<file path="src/rtl/fifo_n_param.sv">
// fifo_n_param
//   Parametrised N-entry FIFO channel with the in_enq / out_deq ENA/RDY method
//   interface. It is a drop-in successor to the fixed one-entry FIFO wrapper,
//   so existing rule-generated designs can use it unchanged.
//
//   Parameters
//     WIDTH     payload width in bits (>=1)
//     DEPTH     number of entries, power of two, >=2
//     PIPELINE  1: enqueue is also accepted when full if a dequeue fires this cycle
//     AF_LEVEL  almost_full asserts when count >= AF_LEVEL (1..DEPTH)
//
//   Ports
//     CLK             in   clock, rising edge
//     RST             in   asynchronous reset, active-high
//     in_enq__ENA     in   enqueue strobe, legal only while in_enq__RDY=1
//     in_enq_v        in   enqueue payload
//     in_enq__RDY     out  enqueue permitted this cycle
//     out_deq__ENA    in   dequeue strobe, legal only while out_deq__RDY=1
//     out_deq__RDY    out  dequeue permitted (FIFO non-empty)
//     out_first       out  head entry, 0 when empty
//     out_first__RDY  out  head valid (same as out_deq__RDY)
//     clear           in   synchronous flush, overrides enq/deq in the same cycle
//     count           out  occupancy 0..DEPTH
//     almost_full     out  count >= AF_LEVEL
module fifo_n_param #(
    parameter int WIDTH    = 15,
    parameter int DEPTH    = 4,
    parameter int PIPELINE = 0,
    parameter int AF_LEVEL = 3,
    localparam int CW      = $clog2(DEPTH + 1),
    localparam int AW      = $clog2(DEPTH)
) (
    input  logic             CLK,
    input  logic             RST,
    input  logic             in_enq__ENA,
    input  logic [WIDTH-1:0] in_enq_v,
    output logic             in_enq__RDY,
    input  logic             out_deq__ENA,
    output logic             out_deq__RDY,
    output logic [WIDTH-1:0] out_first,
    output logic             out_first__RDY,
    input  logic             clear,
    output logic [CW-1:0]    count,
    output logic             almost_full
);

    logic [WIDTH-1:0] mem [DEPTH];
    logic [AW-1:0]    wptr;
    logic [AW-1:0]    rptr;
    logic             full;
    logic             empty;
    logic             pipe_mode;
    logic             enq_fire;
    logic             deq_fire;

    // The count register alone decides full/empty, so the pointers can wrap
    // freely without needing an extra wrap bit to tell full from empty.
    assign full      = (count == CW'(DEPTH));
    assign empty     = (count == '0);
    assign pipe_mode = (PIPELINE != 0);

    // In pipeline mode a full FIFO can still take a word, because the
    // dequeue firing this cycle frees the slot the write lands in.
    assign in_enq__RDY    = !full || (pipe_mode && out_deq__ENA);
    assign out_deq__RDY   = !empty;
    assign out_first__RDY = !empty;

    // Strobes raised while not ready are ignored rather than acted on.
    assign enq_fire = in_enq__ENA && in_enq__RDY;
    assign deq_fire = out_deq__ENA && !empty;

    assign out_first   = empty ? '0 : mem[rptr];
    assign almost_full = (count >= CW'(AF_LEVEL));

    // Storage is not reset; only the pointers and count define what is valid.
    always_ff @(posedge CLK) begin
        if (enq_fire && !clear) begin
            mem[wptr] <= in_enq_v;
        end
    end

    always_ff @(posedge CLK or posedge RST) begin
        if (RST) begin
            wptr  <= '0;
            rptr  <= '0;
            count <= '0;
        end else if (clear) begin
            wptr  <= '0;
            rptr  <= '0;
            count <= '0;
        end else begin
            if (enq_fire) begin
                wptr <= wptr + AW'(1);
            end
            if (deq_fire) begin
                rptr <= rptr + AW'(1);
            end
            case ({enq_fire, deq_fire})
                2'b10:   count <= count + CW'(1);
                2'b01:   count <= count - CW'(1);
                default: count <= count;
            endcase
        end
    end

    // Protocol checks: a strobe must only be raised while its RDY is high.
    a_enq_protocol : assert property (@(posedge CLK) disable iff (RST)
        !(in_enq__ENA && !in_enq__RDY));
    a_deq_protocol : assert property (@(posedge CLK) disable iff (RST)
        !(out_deq__ENA && !out_deq__RDY));

endmodule

</file>
<file path="config.mk">
export PLATFORM = sky130hd
export DESIGN_NAME = fifo_n_param
export DESIGN_NICKNAME = d
export VERILOG_FILES = /design/src/rtl/fifo_n_param.sv
export SDC_FILE = /design/constraint.sdc
export NUM_CORES = 1
export LEC_CHECK = 0
export ABC_CLOCK_PERIOD_IN_PS = 1800
export CORE_MARGIN = 3
export CORE_UTILIZATION = 30
export CTS_CLUSTER_SIZE = 24
export DETAILED_ROUTE_END_ITERATION = 10
export PLACE_DENSITY = 0.54
export SLEW_MARGIN = 25
export SYNTH_ARGS = -nofsm -noshare
export SYNTH_HDL_FRONTEND = slang
export SYNTH_SLANG_ARGS = --single-unit
</file>
<file path="constraint.sdc">
create_clock -name CLK -period 1.8 [get_ports CLK]
set_input_delay 0.36 -clock CLK [delete_from_list [all_inputs] [get_ports CLK]]
set_output_delay 0.36 -clock CLK [all_outputs]
set_load 0.05 [all_outputs]
</file>
Yosys cells after proc, flatten, opt, wreduce, memory -nomap -nowiden --
Memories as Yosys holds them, arrays and structs flattened. Index checks and enable logic that the tools add are counted. W data, S select, Z words.
Cells by class: add/subtract/negate cells 4, multipliers 0, divide/modulo/power cells 0, order comparisons 1, equality and inequality tests 3, shift-type cells 0, mux-type cells 9, bitwise operators 0, reductions and logical operators 10
Operators with widths (count):
- $mux W15 | 1
- $mux W2 | 4
- $pmux W3 S2 | 1
- $add A2 B1 Y2 const B | 2
- $reduce_bool A2 Y1 | 2
- $add A3 B1 Y3 const B | 1
- $eq A3 B3 Y1 const B | 1
- $ge A3 B2 Y1 const B | 1
- $logic_and A1 B1 Y1 | 3
- $logic_not A1 Y1 | 3
- $logic_not A3 Y1 | 1
- $mux W3 | 1
- $reduce_bool A3 Y1 | 1
- $sub A3 B1 Y3 const B | 1
- $eq A2 B1 Y1 const B | 1
- $eq A2 B2 Y1 const B | 1
- $mux W1 | 2
Storage, ports and cells: register bits 7, bits in latches 0, memory bits (writable) 60, bits in read-only memories 0, input bits 20, output and inout bits 22, logic and storage cells 31, memories 1
Memory list:
- mem | depth 4, bits a word 15, read ports 1, clocked after memory_dff 0, write ports 1, line 47 | logic [WIDTH-1:0] mem [DEPTH];

Depth between registers and ports, before layout --
Gate-level depths: netlist of run 1.
depth after elaboration 6, depth in mapped cells 7

Least setup slack after synthesis of run 1 --
Ideal clock, no wire load.
path kind register to output, start register count[0], end output port out_first[5], data arrival time 1.997 ns, data required time 1.440 ns, setup slack -0.557 ns, cell stages (with the launch flop) 6, buffers on the path 2, path through dfrtp_1 -> buf_2 -> or2_4 -> nor2_4 -> buf_6 -> nor2b_1
Between the ends: cells in the longest elaborated chain, start to end 2
Ends and longest elaborated chain:
- start: declaration | line 43 | output logic [CW-1:0] count,
- start signal: assignment | line 99 | 2'b10: count <= count + CW'(1);
- start signal: assignment | line 100 | 2'b01: count <= count - CW'(1);
- start signal: assignment | line 101 | default: count <= count;
- $logic_not A3 Y1 | line 59 | assign empty = (count == '0);
- $mux W15 | line 72 | assign out_first = empty ? '0 : mem[rptr];
- end: declaration | line 40 | output logic [WIDTH-1:0] out_first,
Every way passes these cells.

Worst setup path after layout of run 1 --
start register rptr[0], end output port out_first[11]
Between the ends: cells in the longest elaborated chain, start to end 2
Ends and longest elaborated chain:
- start: declaration | line 49 | logic [AW-1:0] rptr;
- start signal: assignment | line 96 | rptr <= rptr + AW'(1);
- $mem_v2 Z4 W15
- $mux W15 | line 72
Every way passes these cells.

==> run metrics, run 1 <==
CTS H-tree depth 3; remaining antenna violation count 0; Worst Path Arrival 1740 ps; number of sinks driven by the clock tree 67; sequential-to-total area share from yosys stat 66.9%; critical path's largest stage delay 510 ps; wirelength, routed 5860 µm; top post-synthesis cells by area edfxtp_1 61%, mux4_1 6.2%, mux4_2 6.1%, dfrtp_1 5.9%, nor2b_4 3.7%; layout filler cell count 842; Mapped Area 2960 µm²; critical path class reg2out; register area 1980 µm²; Req. time, crit path 1440 ps; setup skew after layout 6.30 ps; pin count of the biggest net entering global routing 16; fraction of the cycle the final worst path needs 116%; gate count of the mapped netlist 164; FF+latch count, synth 67; NetSw 1.32 mW; Iter 0 DRT Violations 93; horizontal extent of the die 105 µm; pwr/cell area 1110 nW/µm²; Final Worst Setup Slack -297 ps; max-slew headroom at the worst pin 73.8%; placed wire-length estimate after detailed placement 3690 µm; shortest clock period the worst path allows after layout 2100 ps; number of buffers between clock root and the deepest sink 2; residual overflow from global routing 0; leading cell types by count after synthesis 60 x edfxtp_1, 8 x inv_1, 8 x mux4_2, 8 x nor2b_4; Overall Power 4.71 mW; most frequently used flop master after synthesis edfxtp_1; Int Pwr 3.38 mW; number of buffers created by CTS 9; RePlAce Congestion 0.746; Synth area leader edfxtp_1; Wirelength per Cell 15.5 µm; CTS tree built; total number of placement rows 35; CP max FO 5; count of final hold-check violations 0; Ports 42; number of design rule violations left after detail routing 0; height of the die 105 µm; first-pass GRT wire length 9470 µm; kind of launch point of the worst setup path flop; leakage power summed over all cells 1.56 nW; Synth async-reset ratio 10.4%; Worst Max-Slew Pin Slew 388 ps; count of input and output buffers 41; Core Footprint 9420 µm²; final std cell area, no fill 4250 µm²; multi-input logic area 936 µm²; Area Overhead vs Synth 43.9%; share of the synthesized area in the top cell type 60.9%; clock root cell clkbuf_8; all-layer global routing usage 11.3%; DR vias 1642; initial core utilization 31.4%; crit-path leading delay family multiplexers; element type at the critical path end output port; count of buffering cells on the critical path with inverters included 2; Switching Fraction 28.1%; part of the total power dissipated in the clock network 32.3%; minimum hold slack 273 ps; Net count, final 269; Vias per Instance 4.34; unrepaired setup endpoints after global routing yes; # Max-Cap Violations 0; core occupancy in the finished layout 45.2%; Ys Warns 0; die area 11100 µm²; first-pass iteration count of the detailed router 4; Total Neg Setup Slack -4340 ps; achievable clock frequency 0.477 GHz; Final Max Slew Viols 0; Setup Viol. Count Final 18; placed cell areas 3670 µm²; worst-path cell chain clkbuf_16 > mux4_2 > nor2b_4 > buf_6; number of inserted diodes 0; Synthesized Nets 189; most instantiated library cell after synthesis edfxtp_1; clock-pin slew on the worst setup and hold paths 80 ps; slowest CP cell mux4_2; Reg power frac 37.9%; Worst Hold Class in2async; Comb pwr share 29.9%; violations in the final reports setup timing; share of post-route cells with drive strength above 1 51.8%; number of global-route vias before repair 1768; number of different library cells in the post-synthesis netlist 38; number of enable flip-flop cells after synthesis 60; outcome complete, but fails checks; Mapped Avg Cell Area 18.0 µm²; IR Drop Worst-Case VDD 433 µV; antenna violations before repair 0; source-to-sink clock delay at the later pin of the worst-skew pair 340 ps
## final cells by class
| type | instances | area share (%) |
|---|---|---|
| flip-flops and latches | 67 | 46.6 |
| clock buffers | 9 | 2.91 |
| clock inverters | 7 | 2.91 |
| well taps | 129 | 3.79 |
| inverters | 8 | 0.794 |
| multi-input cells | 77 | 22.0 |
| repair buffers | 81 | 21.0 |
## cell families after synthesis
group                      Yosys count  share of synthesized area [%]
and+or+nand+nor                     38                           9.65
xor gates and xnor gates             3                          0.889
DFF                                 67                           66.9
muxes                               16                           12.7
AOI/OAI and AO/OA                   15                           3.51
buffers and inverters               20                           4.02
adders and majority gates            5                           2.37
## registers in the layout, indices dropped and copies added (netlist names)
signal / cells
count: 3
wptr: 2
rptr: 2
mem: 60
## stage by stage
stage	instances	setup slack [ps]
3_3_place_gp	346	-237
5_1_grt	378	-358
4_1_cts	376	-330
6_report	378	-297
2_1_floorplan	164	-393
3_5_place_dp	346	-288
## power by group through the flow
stage / logic, mW / clock network, mW / registers [mW]
after detailed placement: 1.07 / 0 / 1.81
after floorplan: 0.748 / 0 / 1.83
after CTS: 1.41 / 1.56 / 1.78
after global routing: 1.48 / 1.64 / 1.79
final: 1.41 / 1.52 / 1.78
after global placement: 1.07 / 0 / 1.81
## cells in the final DEF (no fill, tap or decap), drive strengths merged, types with 3 or more instances in the layout
cell type,instances
nand3,4
inv,9
nor2,6
dfrtp,7
bufinv,3
and2,4
or2,3
nor2b,15
edfxtp,60
a21oi,3
clkdlybuf4s50,19
clkbuf,11
ha,4
buf,60
mux4,15
## final timing paths
| check | endpoint | slack, ps | startpoint | depth (start not counted) |
|---|---|---|---|---|
| worst min register to register | wptr[0] | 600 | wptr[0] | 2 |
| worst max register to register | count[1] | -30 | count[0] | 6 |
| worst max-delay path | out_first[11] | -300 | rptr[0] | 4 |
| worst min-delay path | wptr[0] | 270 | RST | 2 |
| max in group asynchronous | rptr[0] | 1260 | RST | 2 |
| min in group CLK | wptr[0] | 600 | wptr[0] | 2 |
## layer usage
metal / track usage (%) / part of all wire, % / wire length, µm
met1: 15.2 / 45 / 2650
met2: 17.0 / 49 / 2860
met3: 3.49 / 5.1 / 301
met4: 4.22 / 1.0 / 61
met5: 0 / 0 / 0
## timing repair
action,CTS,global route
pin swaps,5,5
setup endpoints to repair,18,21
resized for setup,48,11
endpoints found under the hold margin,0,0
setup buffers,13,3
gates cloned,2,0
hold buffers,0,0
Power figures use the tool's default switching activity.
==> run 2: changes to the inputs <==
--- a/config.mk
+++ b/config.mk
@@ -5,8 +5,9 @@
 export SDC_FILE = /design/constraint.sdc
 export NUM_CORES = 1
 export LEC_CHECK = 0
+export ABC_AREA = 1
 export ABC_CLOCK_PERIOD_IN_PS = 1800
-export CORE_MARGIN = 3
+export CORE_MARGIN = 5
 export CORE_UTILIZATION = 30
 export CTS_CLUSTER_SIZE = 24
 export DETAILED_ROUTE_END_ITERATION = 10
==> run 2 against run 1 <==
The run still ends with setup timing left. Non-clock buffer count decreased by 9. Power increased by 62%. First-iteration DRC count decreased by 43%. Utilization increased by 2.0 points. Hold slack got worse by 16 ps. Synthesized cell count increased by 49%. Worst setup slack improved by 120 ps. Sequential share of layout area decreased by 0.87 points. Clock skew increased by 1.3 ps. Via count increased by 22%. Clock power decreased by 11%. Largest cell class unchanged.
==> run metrics, run 2 <==
remaining antenna violation count 0; critical path class reg2out; Req. time, crit path 1440 ps; part of the total power dissipated in the clock network 17.9%; number of sinks driven by the clock tree 67; Placement Setup Slack -137 ps; FF+latch count, synth 67; Worst Path Arrival 1620 ps; IR Drop Worst-Case VDD 650 µV; commonest non-fill, non-tap cells in the layout 60 x edfxtp_1, 40 x nor2_1, 23 x nor2_2; shortest clock period the worst path allows after layout 1980 ps; most frequently used flop master after synthesis edfxtp_1; Core Footprint 9200 µm²; first-pass GRT wire length 9960 µm; Synth area leader edfxtp_1; Setup Viol. Count Final 15; first-pass iteration count of the detailed router 4; horizontal extent of the die 107 µm; Switching Fraction 42.4%; placed wire-length estimate after detailed placement 3990 µm; number of global-route vias before repair 1949; number of enable flip-flop cells after synthesis 60; DR vias 2003; setup skew after layout 7.60 ps; Mapped Avg Cell Area 11.6 µm²; initial core utilization 30.7%; number of buffers between clock root and the deepest sink 2; minimum hold slack 257 ps; share of post-route cells with drive strength above 1 46.1%; Total Neg Setup Slack -2240 ps; Synthesized Nets 269; r2r endpoint count[2]; most common cell after layout, fill and taps aside edfxtp_1; R2R Setup Slk 70 ps; max-slew headroom at the worst pin 75.7%; CP max FO 7; element type at the critical path end output port; Mapped Area 2830 µm²; number of buffers created by CTS 9; number of inserted diodes 0; leading cell types by count after synthesis 64 x nor2_1, 60 x edfxtp_1, 32 x o21ai_1; share of the synthesized area in the top cell type 63.7%; max FFs per register 60; Hold Buf Count CTS 0; NetSw 3.23 mW; CTS tree built; number of design rule violations left after detail routing 0; source-to-sink clock delay at the later pin of the worst-skew pair 340 ps; antenna violations before repair 0; Worst Hold Class in2async; Comb pwr share 57.1%; Largest regs mem (60), count (3); outcome complete, but fails checks; clock-pin slew on the worst setup and hold paths 70 ps; clock root cell clkbuf_8; worst setup path endpoint out_first[9]; violations in the final reports setup timing; most flop-heavy register mem; launch instance of the worst register-to-register path count[1]; top post-synthesis cells by area edfxtp_1 64%, nor2_1 8.5%, dfrtp_1 6.2%, o21ai_1 5.7%, a21oi_1 3.0%; Final Worst Setup Slack -177 ps; count of final hold-check violations 0; CTS H-tree depth 3; leakage power summed over all cells 1.59 nW; cell count of the worst reg-to-reg path 12; residual overflow from global routing 0; Synth async-reset ratio 10.4%; Net count, final 341; RePlAce Congestion 0.751; Reg power frac 25.0%; count of input and output buffers 41; # Max-Cap Violations 0; most instantiated library cell after synthesis nor2_1; Vias per Instance 4.64; unrepaired setup endpoints after global routing yes; Iter 0 DRT Violations 53; die area 11500 µm²; fraction of the cycle the final worst path needs 110%; Wirelength per Cell 15.5 µm; Final Max Slew Viols 0; Ports 42; number of different library cells in the post-synthesis netlist 22; achievable clock frequency 0.506 GHz; pin count of the biggest net entering global routing 18; kind of launch point of the worst setup path flop; all-layer global routing usage 11.6%; Area Overhead vs Synth 53.3%; Int Pwr 4.39 mW; layout filler cell count 816; sequential-to-total area share from yosys stat 69.9%; Worst Max-Slew Pin Slew 364 ps; wirelength, routed 6680 µm; total number of placement rows 35; Critical Path Source rptr[0]; pwr/cell area 1760 nW/µm²; height of the die 107 µm; Ys Warns 0; gate count of the mapped netlist 244
==> run 2: cell count changes after synthesis, sizes merged, moves of 7 or more <==
cell,before,now
inv,8,15
nor2,6,66
nand2,2,21
o21ai,2,33
a21oi,3,18
mux4,15,0
nor2b,15,0
==> run 2: worst min path at each step <==
stage	from	endpoint	slack [ps]
after CTS	RST	wptr[1]	260
final	RST	wptr[1]	260
after detailed placement	count[2]	count[2]	610
after global placement	count[2]	count[2]	600
after global routing	RST	wptr[0]	280
after floorplan	RST	rptr[0]	160
==> run 2: what timing repair did <==
action,4_1_cts,5_1_grt
setup buffers,2,5
endpoints found under the setup margin,15,16
resized for setup,25,45
pin swaps,1,23
hold endpoints to repair,0,0
cloned,1,4
==> run 2: logic make-up (layout without fill, tap and decap cells) <==
logic type	count (synthesis)	count (layout)	share of synthesized area [%]
and+or+nand+nor	93	93	14.1
adders and majority gates	5	5	2.48
buffers and inverters	27	104	4.03
xor gates and xnor gates	1	1	0.310
AOI/OAI and AO/OA	51	51	9.16
DFF	67	67	69.9
==> run 2: worst max-delay path: stages, from the launching register on <==
cell and delay (ps):
dfrtp_2 450, buf_4 170, inv_8 80, clkbuf_16 160, o21ai_2 80, a21oi_4 160, buf_6 170
==> run 2: final cells by class <==
cell class | count | area, µm² | share of cell area, %
Sequential cell | 67 | 1980 | 45.7
Clock buffer | 10 | 128 | 2.94
Multi-Input combinational cell | 150 | 1040 | 24.0
Timing Repair Buffer | 72 | 890 | 20.5
Inverter | 16 | 67.6 | 1.56
Tap cell | 111 | 139 | 3.20
Clock inverter | 6 | 90.1 | 2.08
==> run 2: through the flow <==
stage	std cells	util (%)	power (mW)	area [µm²]
final	432	47.1	7.61	4340
after global routing	432	47.1	7.98	4340
after CTS	423	44.1	7.21	4050
after detailed placement	404	40.3	5.55	3710
after global placement	404	40.3	5.52	3710
after floorplan	244	-	4.31	3000
==> run 2: metal layers <==
layer  GRT usage (%)  share of wire [%]
met1            13.4                 44
met2            19.7                 50
met3            2.65                3.7
met4            6.58                3.0
met5               0                  0
==> run 2: power by group through the flow <==
stage	logic (mW)	clock network [mW]	registers (mW)
floorplan	2.28	0	2.03
global placement	3.59	0	1.93
detailed placement	3.62	0	1.93
CTS	3.91	1.38	1.91
global route	4.60	1.46	1.92
finish	4.35	1.36	1.90
==> run 3: changes to the inputs <==
--- a/config.mk
+++ b/config.mk
@@ -11,6 +11,8 @@
 export CORE_UTILIZATION = 30
 export CTS_CLUSTER_SIZE = 24
 export DETAILED_ROUTE_END_ITERATION = 10
+export GPL_TIMING_DRIVEN = 1
+export HOLD_SLACK_MARGIN = 0.06
 export PLACE_DENSITY = 0.54
 export SLEW_MARGIN = 25
 export SYNTH_ARGS = -nofsm -noshare
==> results of run 3 <==
No change in the layout: final DEF, timing and power equal those of run 2.
